==> src/rtl/uart_rx_os.sv <==
// Oversampling UART receiver: mid-bit sampling, false-start rejection,
// runtime parity / stop-bit config and a valid/ready holding register.
module uart_rx_os #(
  parameter int DATA_WIDTH = 8,
  parameter int OVERSAMPLE = 16
) (
  input  logic                  clk,
  input  logic                  rst_n,
  input  logic                  sample_tick,
  input  logic                  rx_serial,
  input  logic                  cfg_parity_en,
  input  logic                  cfg_parity_odd,
  input  logic                  cfg_two_stop,
  output logic [DATA_WIDTH-1:0] data_out,
  output logic                  data_valid,
  input  logic                  data_ready,
  output logic                  parity_err,
  output logic                  frame_err,
  output logic                  overrun_err,
  output logic                  busy
);

  localparam int CW = $clog2(OVERSAMPLE);
  localparam int BW = $clog2(DATA_WIDTH);
  localparam logic [CW-1:0] HALF  = CW'(OVERSAMPLE / 2 - 1);
  localparam logic [CW-1:0] LAST  = CW'(OVERSAMPLE - 1);
  localparam logic [BW-1:0] NBITS = BW'(DATA_WIDTH - 1);

  typedef enum logic [2:0] {
    IDLE, START, DATA, PARITY, STOP1, STOP2, BRK
  } state_t;

  state_t                state_q;
  logic [1:0]            sync_q;
  logic [CW-1:0]         cnt_q;
  logic [BW-1:0]         bit_q;
  logic [DATA_WIDTH-1:0] shift_q;
  logic [DATA_WIDTH-1:0] data_q;
  logic                  pen_q;
  logic                  podd_q;
  logic                  two_q;
  logic                  par_bad_q;
  logic                  stop_bad_q;
  logic                  valid_q;
  logic                  perr_q;
  logic                  ferr_q;
  logic                  ovr_q;
  logic                  busy_q;

  logic rx_s;
  logic smp;
  logic done;
  logic stop_bad;
  logic good;
  logic load;

  assign rx_s = sync_q[1];
  assign smp  = sample_tick && (cnt_q == LAST);

  // last stop sample of the frame is taken this cycle
  assign done = smp && ((state_q == STOP1 && !two_q) ||
                        state_q == STOP2);
  assign stop_bad = !rx_s || (state_q == STOP2 && stop_bad_q);
  assign good = done && !stop_bad && !par_bad_q;
  assign load = good && (!valid_q || data_ready);

  always_ff @(posedge clk or negedge rst_n) begin
    if (!rst_n) begin
      state_q    <= IDLE;
      sync_q     <= 2'b11;
      cnt_q      <= '0;
      bit_q      <= '0;
      shift_q    <= '0;
      data_q     <= '0;
      pen_q      <= 1'b0;
      podd_q     <= 1'b0;
      two_q      <= 1'b0;
      par_bad_q  <= 1'b0;
      stop_bad_q <= 1'b0;
      valid_q    <= 1'b0;
      perr_q     <= 1'b0;
      ferr_q     <= 1'b0;
      ovr_q      <= 1'b0;
      busy_q     <= 1'b0;
    end else begin
      sync_q <= {sync_q[0], rx_serial};
      perr_q <= done && !stop_bad && par_bad_q;
      ferr_q <= done && stop_bad;
      ovr_q  <= good && !load;

      if (load) begin
        data_q  <= shift_q;
        valid_q <= 1'b1;
      end else if (data_ready) begin
        valid_q <= 1'b0;
      end

      if (sample_tick) cnt_q <= cnt_q + CW'(1);

      unique case (state_q)
        IDLE: begin
          cnt_q <= '0;
          if (sample_tick && !rx_s) begin
            state_q    <= START;
            busy_q     <= 1'b1;
            pen_q      <= cfg_parity_en;
            podd_q     <= cfg_parity_odd;
            two_q      <= cfg_two_stop;
            par_bad_q  <= 1'b0;
            stop_bad_q <= 1'b0;
            bit_q      <= '0;
          end
        end
        START: begin
          if (sample_tick && cnt_q == HALF) begin
            cnt_q <= '0;
            if (rx_s) begin
              state_q <= IDLE;
              busy_q  <= 1'b0;
            end else begin
              state_q <= DATA;
            end
          end
        end
        DATA: begin
          if (smp) begin
            shift_q <= {rx_s, shift_q[DATA_WIDTH-1:1]};
            bit_q   <= bit_q + BW'(1);
            if (bit_q == NBITS)
              state_q <= pen_q ? PARITY : STOP1;
          end
        end
        PARITY: begin
          if (smp) begin
            par_bad_q <= rx_s != ((^shift_q) ^ podd_q);
            state_q   <= STOP1;
          end
        end
        STOP1: begin
          if (smp) begin
            if (two_q) begin
              stop_bad_q <= !rx_s;
              state_q    <= STOP2;
            end else begin
              state_q <= stop_bad ? BRK : IDLE;
              busy_q  <= stop_bad;
            end
          end
        end
        STOP2: begin
          if (smp) begin
            state_q <= stop_bad ? BRK : IDLE;
            busy_q  <= stop_bad;
          end
        end
        BRK: begin
          cnt_q <= '0;
          if (rx_s) begin
            state_q <= IDLE;
            busy_q  <= 1'b0;
          end
        end
        default: begin
          state_q <= IDLE;
          busy_q  <= 1'b0;
        end
      endcase
    end
  end

  assign data_out    = data_q;
  assign data_valid  = valid_q;
  assign parity_err  = perr_q;
  assign frame_err   = ferr_q;
  assign overrun_err = ovr_q;
  assign busy        = busy_q;

endmodule

==> config.mk <==
export PLATFORM = sky130hd
export DESIGN_NAME = uart_rx_os
export DESIGN_NICKNAME = d
export VERILOG_FILES = /design/src/rtl/uart_rx_os.sv
export SDC_FILE = /design/constraint.sdc
export NUM_CORES = 1
export LEC_CHECK = 0
export ABC_AREA = 0
export BUFFER_PORTS_ARGS = -buffer_cell sky130_fd_sc_hd__buf_4
export CAP_MARGIN = 20
export CORE_UTILIZATION = 45
export CTS_CLUSTER_SIZE = 10
export DETAILED_ROUTE_END_ITERATION = 10
export SYNTH_ARGS = -nofsm -noshare
export SYNTH_HDL_FRONTEND = slang
export SYNTH_SLANG_ARGS = --single-unit
==> constraint.sdc <==
create_clock -name clk -period 5.7 [get_ports clk]
set_clock_uncertainty 0.1 [all_clocks]
set_input_delay 0.57 -clock clk [delete_from_list [all_inputs] [get_ports clk]]
set_output_delay 0.57 -clock clk [all_outputs]
set_load 0.005 [all_outputs]
==> results.sh, run 1 <==
export IMPL_hold_violations=0
export IMPL_grt_max_degree=39
export IMPL_insertion_delay_ns=0.29
export IMPL_final_cell_mix="dfrtp_1, buf_4, nand2_1"
export IMPL_tritoncts="built"
export IMPL_cts_sinks=38
export IMPL_cp_required_ns=5.78
export IMPL_die_x_um=67.2
export IMPL_cap_violations=0
export IMPL_vias=1319
export IMPL_viasPerCell=5.59
export IMPL_hpwl_um=2500
export IMPL_first_pass_iters=6
export IMPL_yosysWarnings=0
export IMPL_endpoint_kind="register"
export IMPL_htree_levels=2
export IMPL_wire_per_inst_um=15.1
export IMPL_cts_buffers=5
export IMPL_relSlewSlack=0.374
export IMPL_grt_pass1_vias=1273
export IMPL_period_needed_ns=2.67
export IMPL_netlist_instances=168
export IMPL_crit_slowest_cell="nor2b_2"
export IMPL_post_cts_resized=0
export IMPL_rsz0062_at_grt="false"
export IMPL_finalMaxSlewViolations=0
export IMPL_yosysTopAreaCell="dfrtp_1"
export IMPL_fp_dieArea_sq_um=4520
export IMPL_comb_power_share=0.217
export IMPL_worst_setup_path_start_kind="register"
export IMPL_nets=196
export IMPL_layout_commonest_cell="dfrtp_1"
export IMPL_pre_cts_slack_ns=2.96
export IMPL_initial_core_util=0.475
export IMPL_crit_type="reg -> reg"
export IMPL_hp_class="in -> async"
export IMPL_max_freq_ghz=0.374
export IMPL_synth_fp_nets=179
export IMPL_cts_root_buffer="clkbuf_8"
export IMPL_route_detailed_drc=0
export IMPL_switchingPower_uw=239
export IMPL_yosysTopAreaCellShare=0.471
export IMPL_fin_cells=236
export IMPL_p_sw_frac=0.306
export IMPL_powerDensity_nw_per_um2=360
export IMPL_crit_arrival_ns=2.75
export IMPL_setup_tns_ns=0
export IMPL_path_clk_slew_ns=0.08
export IMPL_io_buffers=20
export IMPL_gp_congestion=0.863
export IMPL_pwr_share_seq=0.478
export IMPL_n_antenna_cell=0
export IMPL_whs_ns=0.125
export IMPL_critPathMaxFanout=8
export IMPL_path_cells="ha_1 -> and4_1 -> nand3_4 -> or3b_1 -> nor2b_2 -> mux2_4"
export IMPL_layout_drive_gt1_share=0.274
export IMPL_rows=23
export IMPL_async_flop_share=1.00
export IMPL_syn_cell_area_sq_um=1910
export IMPL_worstRegToRegCells=6
export IMPL_setup_violations_final=0
export IMPL_p_leak_uw=0.00101
export IMPL_die_height_um=67.2
export IMPL_drt_iter0_markers=56
export IMPL_postSynthAreaPerCell_sq_um=11.4
export IMPL_ant_nets=0
export IMPL_outcome="completed"
export IMPL_area_growth_pct=13.7
export IMPL_setup_ws_ns=3.03
export IMPL_grt_pass1_wl_um=5840
export IMPL_ys_types=44
export IMPL_ys_seq_area_frac=0.498
export IMPL_clock_power_share=0.305
export IMPL_core_sq_um=4030
export IMPL_fin_crit_sh=0.469
export IMPL_clockBufferDepth=2
export IMPL_synth_flop_cell="dfrtp_1"
export IMPL_tightest_slew_ns=0.936
export IMPL_slowest_delay_ns=0.52
export IMPL_numPlacedInstances=228
export IMPL_grt_antenna_before_repair=0
export IMPL_hold_buffers=0
export IMPL_grt_ovfl_total=0
export IMPL_ios=21
export IMPL_synth_edf_count=0
export IMPL_gr_usage_all_layers=0.177
export IMPL_p_int_uw=543
export IMPL_cts_setup_buffers=0
export IMPL_drt_wl_total_um=3570
export IMPL_synth_area_top_cells="dfrtp_1, mux2_2, mux2_4"
export IMPL_synth_seq_cells=38
export IMPL_peakVddDrop_mv=0.188
-- worst max-delay path, delay by kind of cell (launching register included) --
family,cells,cell delay (ns)
simple gates,4,1.49
flops,1,0.39
fa+ha+maj,1,0.25
mux,1,0.35
-- sequential cells by signal (all words and copies together), names as in the netlist, 2 cells and up --
register / cells
cnt_q: 4
state_q: 3
data_out: 8
shift_q: 8
sync_q: 2
bit_q: 3
-- cell type report --
cell class	instances	area, sq um
Fill cell	358	1850
Sequential cell	38	953
Multi-Input combinational cell	115	870
Timing Repair Buffer	20	150
Clock buffer	7	86.3
Tap cell	50	62.6
Clock inverter	1	30.0
Inverter	5	23.8
-- metal layers --
layer | GRT usage | vias to the layer above | share of wire
met5 | 0 | - | 0
met4 | 0.0798 | 0 | 0.018
met3 | 0.0574 | 8 | 0.044
met2 | 0.258 | 34 | 0.47
met1 | 0.240 | 649 | 0.46
li1 | - | 628 | -
-- Yosys cell counts, types with 3 or more instances --
cell type,n
dfrtp_1,36
nand2_1,13
mux2_2,11
nor2_1,10
xnor2_1,10
o21ai_0,9
mux2_4,8
nand3_1,6
nand2b_1,5
nand4_1,5
clkbuf_1,4
inv_1,4
buf_6,3
ha_1,3
nor2b_1,3
o22ai_1,3
-- worst paths after layout --
check | startpoint | to | slack, ns
worst min register to register | sync_q[0]$_DFF_PN1_ | sync_q[1]$_DFF_PN1_ | 0.26
worst max-delay path | cnt_q[0]$_DFF_PN0_ | data_out[1]$_DFFE_PN0P_ | 3.03
max in group asynchronous | rst_n | sync_q[0]$_DFF_PN1_ | 5.02
worst min-delay path | rst_n | busy$_DFFE_PN0P_ | 0.13
worst max register to register | cnt_q[0]$_DFF_PN0_ | data_out[1]$_DFFE_PN0P_ | 3.03
min in group clk | sync_q[0]$_DFF_PN1_ | sync_q[1]$_DFF_PN1_ | 0.26
-- cell families (layout without fill, tap and decap cells) --
logic type,after synthesis,in the layout,synth area share
AND/OR/NAND/NOR,52,52,0.148
flip-flops,38,38,0.498
AO/OA/AOI/OAI,28,28,0.0994
multiplexers,20,20,0.133
buffers and inverters,15,33,0.0471
XOR/XNOR,12,12,0.0549
adder cells (fa/ha/maj),3,3,0.0196
-- power by group through the flow --
stage          Sequential [uW]  Clock (uW)  Combinational [uW]
2_1_floorplan              350           0                 159
3_3_place_gp               376           0                 167
3_5_place_dp               379           0                 171
4_1_cts                    373         243                 171
5_1_grt                    383         253                 190
6_report                   374         239                 170
-- per-stage QoR --
stage | util | instance area (sq um) | power (uW)
floorplan | - | 1910 | 509
global placement | 0.511 | 2060 | 543
detailed placement | 0.511 | 2060 | 549
CTS | 0.540 | 2180 | 788
global route | 0.540 | 2180 | 827
finish | 0.540 | 2180 | 783
(Power assumes the default switching activity.)
==> run 2: changes to the inputs <==
- ABC_AREA: 0 -> 1
- clock period: 5.7 -> 2.6 ns (I/O delays scaled with it)
==> results.sh, run 2 <==
export IMPL_worst_setup_path_start_kind="register"
export IMPL_critPathTopFamily="simple AND/OR/NAND/NOR gates"
export IMPL_regArea_sq_um=953
export IMPL_slowest_delay_ns=0.38
export IMPL_startpoint="cnt_q[0]$_DFF_PN0_"
export IMPL_tightest_slew_ns=0.469
export IMPL_wire_per_inst_um=11.8
export IMPL_die_height_um=67.7
export IMPL_cts_root_buffer="clkbuf_8"
export IMPL_final_core_util=0.553
export IMPL_cp_num_cells=8
export IMPL_relSlewSlack=0.687
export IMPL_fin_crit_sh=0.681
export IMPL_ys_top_cells_by_count="nand2_1, dfrtp_1, inv_1"
export IMPL_hold_violations=0
export IMPL_vias=1518
export IMPL_final_cell_mix="nand2_1, dfrtp_1, inv_1"
export IMPL_powerDensity_nw_per_um2=748
export IMPL_setup_tns_ns=0
export IMPL_path_clk_slew_ns=0.08
export IMPL_rows=23
export IMPL_fp_dieArea_sq_um=4580
export IMPL_layout_drive_gt1_share=0.208
export IMPL_core_sq_um=4060
export IMPL_viasPerCell=4.90
export IMPL_power_uw=1680
export IMPL_route_detailed_drc=0
export IMPL_period_needed_ns=1.77
export IMPL_n_antenna_cell=0
export IMPL_yosysMostFrequentCell="nand2_1"
export IMPL_cp_required_ns=2.68
export IMPL_pwr_share_seq=0.441
export IMPL_tritoncts="built"
export IMPL_crit_type="reg -> reg"
export IMPL_path_cells="ha_1 -> nand4_2 -> inv_4 -> nand2_2 -> nor2_4 -> nand3_4 -> nand2_1 -> o21ai_2"
export IMPL_first_pass_iters=4
export IMPL_dpl_cell_area_sq_um=2130
export IMPL_clock_power_share=0.254
export IMPL_finish_instance_area_sq_um=2240
export IMPL_yosysTopAreaCell="dfrtp_1"
export IMPL_cts_buffers=5
export IMPL_rsz0062_at_grt="false"
export IMPL_cts_sinks=38
export IMPL_ys_types=34
export IMPL_layout_commonest_cell="nand2_1"
export IMPL_insertion_delay_ns=0.29
export IMPL_clockBufferDepth=2
export IMPL_ios=21
export IMPL_hpwl_um=2650
export IMPL_critPathMaxFanout=17
export IMPL_ys_seq_area_frac=0.491
export IMPL_gr_usage_all_layers=0.189
export IMPL_multi_input_area_sq_um=852
export IMPL_synth_flop_cell="dfrtp_1"
export IMPL_yosysTopAreaCellShare=0.464
export IMPL_setup_ws_ns=0.828
export IMPL_die_x_um=67.7
export IMPL_htree_levels=2
export IMPL_cap_violations=0
export IMPL_grt_pass1_wl_um=6300
export IMPL_r2r_slack_ns=0.83
export IMPL_synth_area_top_cells="dfrtp_1, nand2_1, inv_1"
export IMPL_netlist_instances=233
export IMPL_setup_violations_final=0
export IMPL_grt_use_met1=0.234
export IMPL_peakVddDrop_mv=0.526
export IMPL_finalMaxSlewViolations=0
export IMPL_busiest_layer="met2"
export IMPL_drt_wl_total_um=3650
export IMPL_critPathCapture="data_out[4]$_DFFE_PN0P_"
export IMPL_grt_max_degree=39
export IMPL_ant_nets=0
export IMPL_regToRegStartpoint="cnt_q[0]$_DFF_PN0_"
export IMPL_drt_iter0_markers=81
export IMPL_grt_antenna_before_repair=0
export IMPL_synth_fp_nets=244
export IMPL_area_growth_pct=15.7
export IMPL_io_buffers=20
export IMPL_cts_setup_buffers=0
export IMPL_switchingPower_uw=616
export IMPL_worst_r2r_endpoint="data_out[4]$_DFFE_PN0P_"
export IMPL_p_int_uw=1060
export IMPL_n_fill_cell=378
export IMPL_grt_pass1_vias=1447
export IMPL_crit_slowest_cell="dfrtp_1"
export IMPL_crit_arrival_ns=1.85
export IMPL_outcome="completed"
export IMPL_gp_congestion=0.940
export IMPL_synth_edf_count=0
export IMPL_p_sw_frac=0.367
export IMPL_initial_core_util=0.478
export IMPL_critPathBufInv=1
export IMPL_synth_seq_cells=38
export IMPL_max_freq_ghz=0.564
export IMPL_hp_class="in -> reg"
export IMPL_comb_power_share=0.305
export IMPL_use_met3=0.0473
export IMPL_pre_cts_slack_ns=0.830
export IMPL_yosysWarnings=0
export IMPL_syn_cell_area_sq_um=1940
export IMPL_postSynthAreaPerCell_sq_um=8.33
export IMPL_async_flop_share=1.00
export IMPL_met2_usage=0.301
export IMPL_endpoint_kind="register"
export IMPL_nets=270
export IMPL_grt_ovfl_total=0
export IMPL_worstRegToRegCells=8
export IMPL_p_leak_uw=0.00117
run 2: cell types whose count changed after synthesis, sizes merged, moves of 5 or more:
cell    delta
nor2      +10
o21ai     +14
inv       +25
xnor2      -6
nand3     +11
nand2b     -5
nand2     +62
mux2      -19
run 2: metal layers:
metal,vias up,wire (um)
li1,793,-
met1,689,1720
met2,27,1740
met3,9,109
met4,0,88
met5,-,0
run 2: cell families (layout without fill, tap and decap cells):
kind of cell    Yosys count  in the layout  synth area share
fa+ha+maj                 3              3            0.0193
buf+inv                  32             59            0.0696
compound gates           30             30             0.105
xor+xnor                  5              5            0.0226
flops                    38             38             0.491
simple gates            124            124             0.287
mux                       1              1           0.00516
run 2: area by class of cell:
type	instances	area share
clock buffers	6	0.0368
clock inverters	2	0.00557
inverters	29	0.0496
multi-input cells	163	0.380
flip-flops and latches	38	0.425
well taps	50	0.0279
repair buffers	22	0.0758
run 2: tightest hold or removal path: cells and delay by family:
family,cells,cell delay [ns]
and+or+nand+nor,2,0.08
buffers and inverters,1,0.08
run 2: per-stage QoR:
| step | std cells | hold WS, ns |
|---|---|---|
| floorplan | 233 | -0.136 |
| global placement | 300 | 0.155 |
| detailed placement | 300 | 0.155 |
| CTS | 310 | 0.0516 |
| global route | 310 | 0.0450 |
| finish | 310 | 0.0541 |
run 2: timing repair:
item                                   CTS  global route
setup endpoints to repair                0             0
hold buffers                             2             0
endpoints found under the hold margin   37             0
gates resized for setup                  0             0
run 2: how the worst min path moves through the flow:
| stage | startpoint | slack, ns | cells past startpoint | to |
|---|---|---|---|---|
| floorplan | rst_n | -0.14 | 0 | bit_q[0]$_DFFE_PN0P_ |
| global placement | rst_n | 0.16 | 1 | data_out[6]$_DFFE_PN0P_ |
| detailed placement | rst_n | 0.15 | 1 | data_out[6]$_DFFE_PN0P_ |
| CTS | cfg_parity_odd | 0.05 | 3 | podd_q$_DFFE_PN0P_ |
| global route | cfg_parity_odd | 0.04 | 3 | podd_q$_DFFE_PN0P_ |
| finish | cfg_parity_odd | 0.05 | 3 | podd_q$_DFFE_PN0P_ |
run 2: power by group through the flow:
stage,Clock [uW],Sequential (uW),Combinational [uW]
2_1_floorplan,0,736,388
3_3_place_gp,0,749,505
3_5_place_dp,0,750,510
4_1_cts,440,740,514
5_1_grt,466,752,589
6_report,427,740,513
==> run 3: changes to the inputs <==
- PLACE_DENSITY: unset -> 0.66
- clock period: 2.6 -> 1.5 ns (I/O delays scaled with it)
==> results.sh, run 3 (synthesis results as in run 2) <==
export IMPL_endpoint_kind="register"
export IMPL_io_buffers=20
export IMPL_ios=21
export IMPL_cts_buffers=5
export IMPL_grt_pass1_wl_um=6990
export IMPL_gp_congestion=0.890
export IMPL_grt_pass1_vias=1572
export IMPL_relSlewSlack=0.674
export IMPL_startpoint="state_q[1]$_DFFE_PN0P_"
export IMPL_vias=1754
export IMPL_finalMaxSlewViolations=0
export IMPL_p_leak_uw=0.00138
export IMPL_critPathTopFamily="simple AND/OR/NAND/NOR gates"
export IMPL_crit_type="reg -> reg"
export IMPL_crit_path_frequent_cell="nand2_4"
export IMPL_powerDensity_nw_per_um2=1320
export IMPL_critPathMaxFanout=8
export IMPL_rows=23
export IMPL_tritoncts="built"
export IMPL_setup_violations_final=14
export IMPL_layout_drive_gt1_share=0.385
export IMPL_critPathBufInv=1
export IMPL_gr_usage_all_layers=0.209
export IMPL_viasPerCell=5.14
export IMPL_regToRegStartpoint="state_q[1]$_DFFE_PN0P_"
export IMPL_initial_core_util=0.478
export IMPL_grt_ovfl_total=0
export IMPL_drt_wl_total_um=4590
export IMPL_worst_setup_path_start_kind="register"
export IMPL_core_sq_um=4060
export IMPL_insertion_delay_ns=0.30
export IMPL_setup_ws_ns=-0.0802
export IMPL_fin_cells=341
export IMPL_hp_class="in -> reg"
export IMPL_cts_root_buffer="clkbuf_8"
export IMPL_outcome="finished with violations"
export IMPL_max_freq_ghz=0.633
export IMPL_wire_per_inst_um=13.5
export IMPL_numPlacedInstances=321
export IMPL_drt_iter0_markers=86
export IMPL_hold_path_startpoint="sample_tick"
export IMPL_area_growth_pct=40.9
export IMPL_fp_dieArea_sq_um=4580
export IMPL_layout_commonest_cell="nand2_1"
export IMPL_cts_sinks=38
export IMPL_first_pass_iters=4
export IMPL_htree_levels=2
export IMPL_crit_arrival_ns=1.71
export IMPL_hold_violations=0
export IMPL_ant_nets=0
export IMPL_crit_slowest_cell="dfrtp_1"
export IMPL_die_height_um=67.7
export IMPL_path_clk_slew_ns=0.07
export IMPL_clockBufferDepth=2
export IMPL_pre_cts_slack_ns=-0.0782
export IMPL_peakVddDrop_mv=1.07
export IMPL_final_cell_mix="nand2_1, buf_4, dfrtp_1"
export IMPL_failed_checks="negative setup slack"
export IMPL_rsz0062_at_grt="true"
export IMPL_period_needed_ns=1.58
export IMPL_hpwl_um=2840
export IMPL_n_antenna_cell=0
export IMPL_route_detailed_drc=0
export IMPL_grt_antenna_before_repair=0
export IMPL_die_x_um=67.7
export IMPL_tightest_slew_ns=0.489
export IMPL_nets=301
export IMPL_path_cells="inv_2 -> nand2_4 -> a21oi_4 -> nand2_4 -> nor2_4 -> nand3_4 -> o21ai_2"
export IMPL_cap_violations=0
export IMPL_cp_required_ns=1.63
export IMPL_grt_max_degree=39
export IMPL_slowest_delay_ns=0.42
export IMPL_fin_crit_sh=1.05
[run 3: what timing repair did]
action,CTS,global route
buffers inserted,0,4
gates resized for setup,13,40
pin swaps,8,8
cloned,1,2
hold buffers,5,0
setup endpoints to repair,16,32
endpoints found under the hold margin,40,0
[run 3: final timing paths]
path / to / slack (ns) / cells after the start
max in group asynchronous: state_q[0]$_DFFE_PN0P_ / 0.64 / 2
max: data_out[7]$_DFFE_PN0P_ / -0.08 / 7
min: cnt_q[2]$_DFF_PN0_ / 0.11 / 3
max reg2reg: data_out[7]$_DFFE_PN0P_ / -0.08 / 7
min reg2reg: sync_q[1]$_DFF_PN1_ / 0.26 / 0
min in group asynchronous: shift_q[5]$_DFFE_PN0P_ / 0.27 / 2
[run 3: layout make-up]
class	count	area (sq um)
fill	335	1320
multi-input combinational	165	1050
sequential	38	956
timing repair buffer	51	437
inverter	29	116
clock buffer	5	68.8
tap	50	62.6
clock inverter	3	40.0
[run 3: per-stage QoR]
step	TNS [ns]	hold WS [ns]	total power, uW	area, sq um	util
floorplan	-0.00376	-0.246	1980	1970	-
global placement	-0.660	0.0458	2400	2330	0.574
detailed placement	-0.865	0.0492	2410	2330	0.574
CTS	-0.439	0.105	3370	2540	0.627
global route	-1.99	0.130	3840	2740	0.674
finish	-0.770	0.108	3610	2740	0.674
[run 3: where the power goes]
part	switching, uW	leakage, uW	internal (uW)	total (uW)
Combinational	784	0.000813	639	1420
Sequential	165	0.000508	1160	1320
Clock	371	0.0000579	489	860
[run 3: metal layers]
| metal | GRT usage | wire length (um) |
|---|---|---|
| met1 | 0.244 | 2000 |
| met2 | 0.369 | 2340 |
| met3 | 0.0422 | 184 |
| met4 | 0.0878 | 68 |
| met5 | 0 | 0 |
[run 3: worst min-delay path: stages]
cell     delay, ns
buf_4         0.15
a21oi_1       0.08
nor2_1        0.09
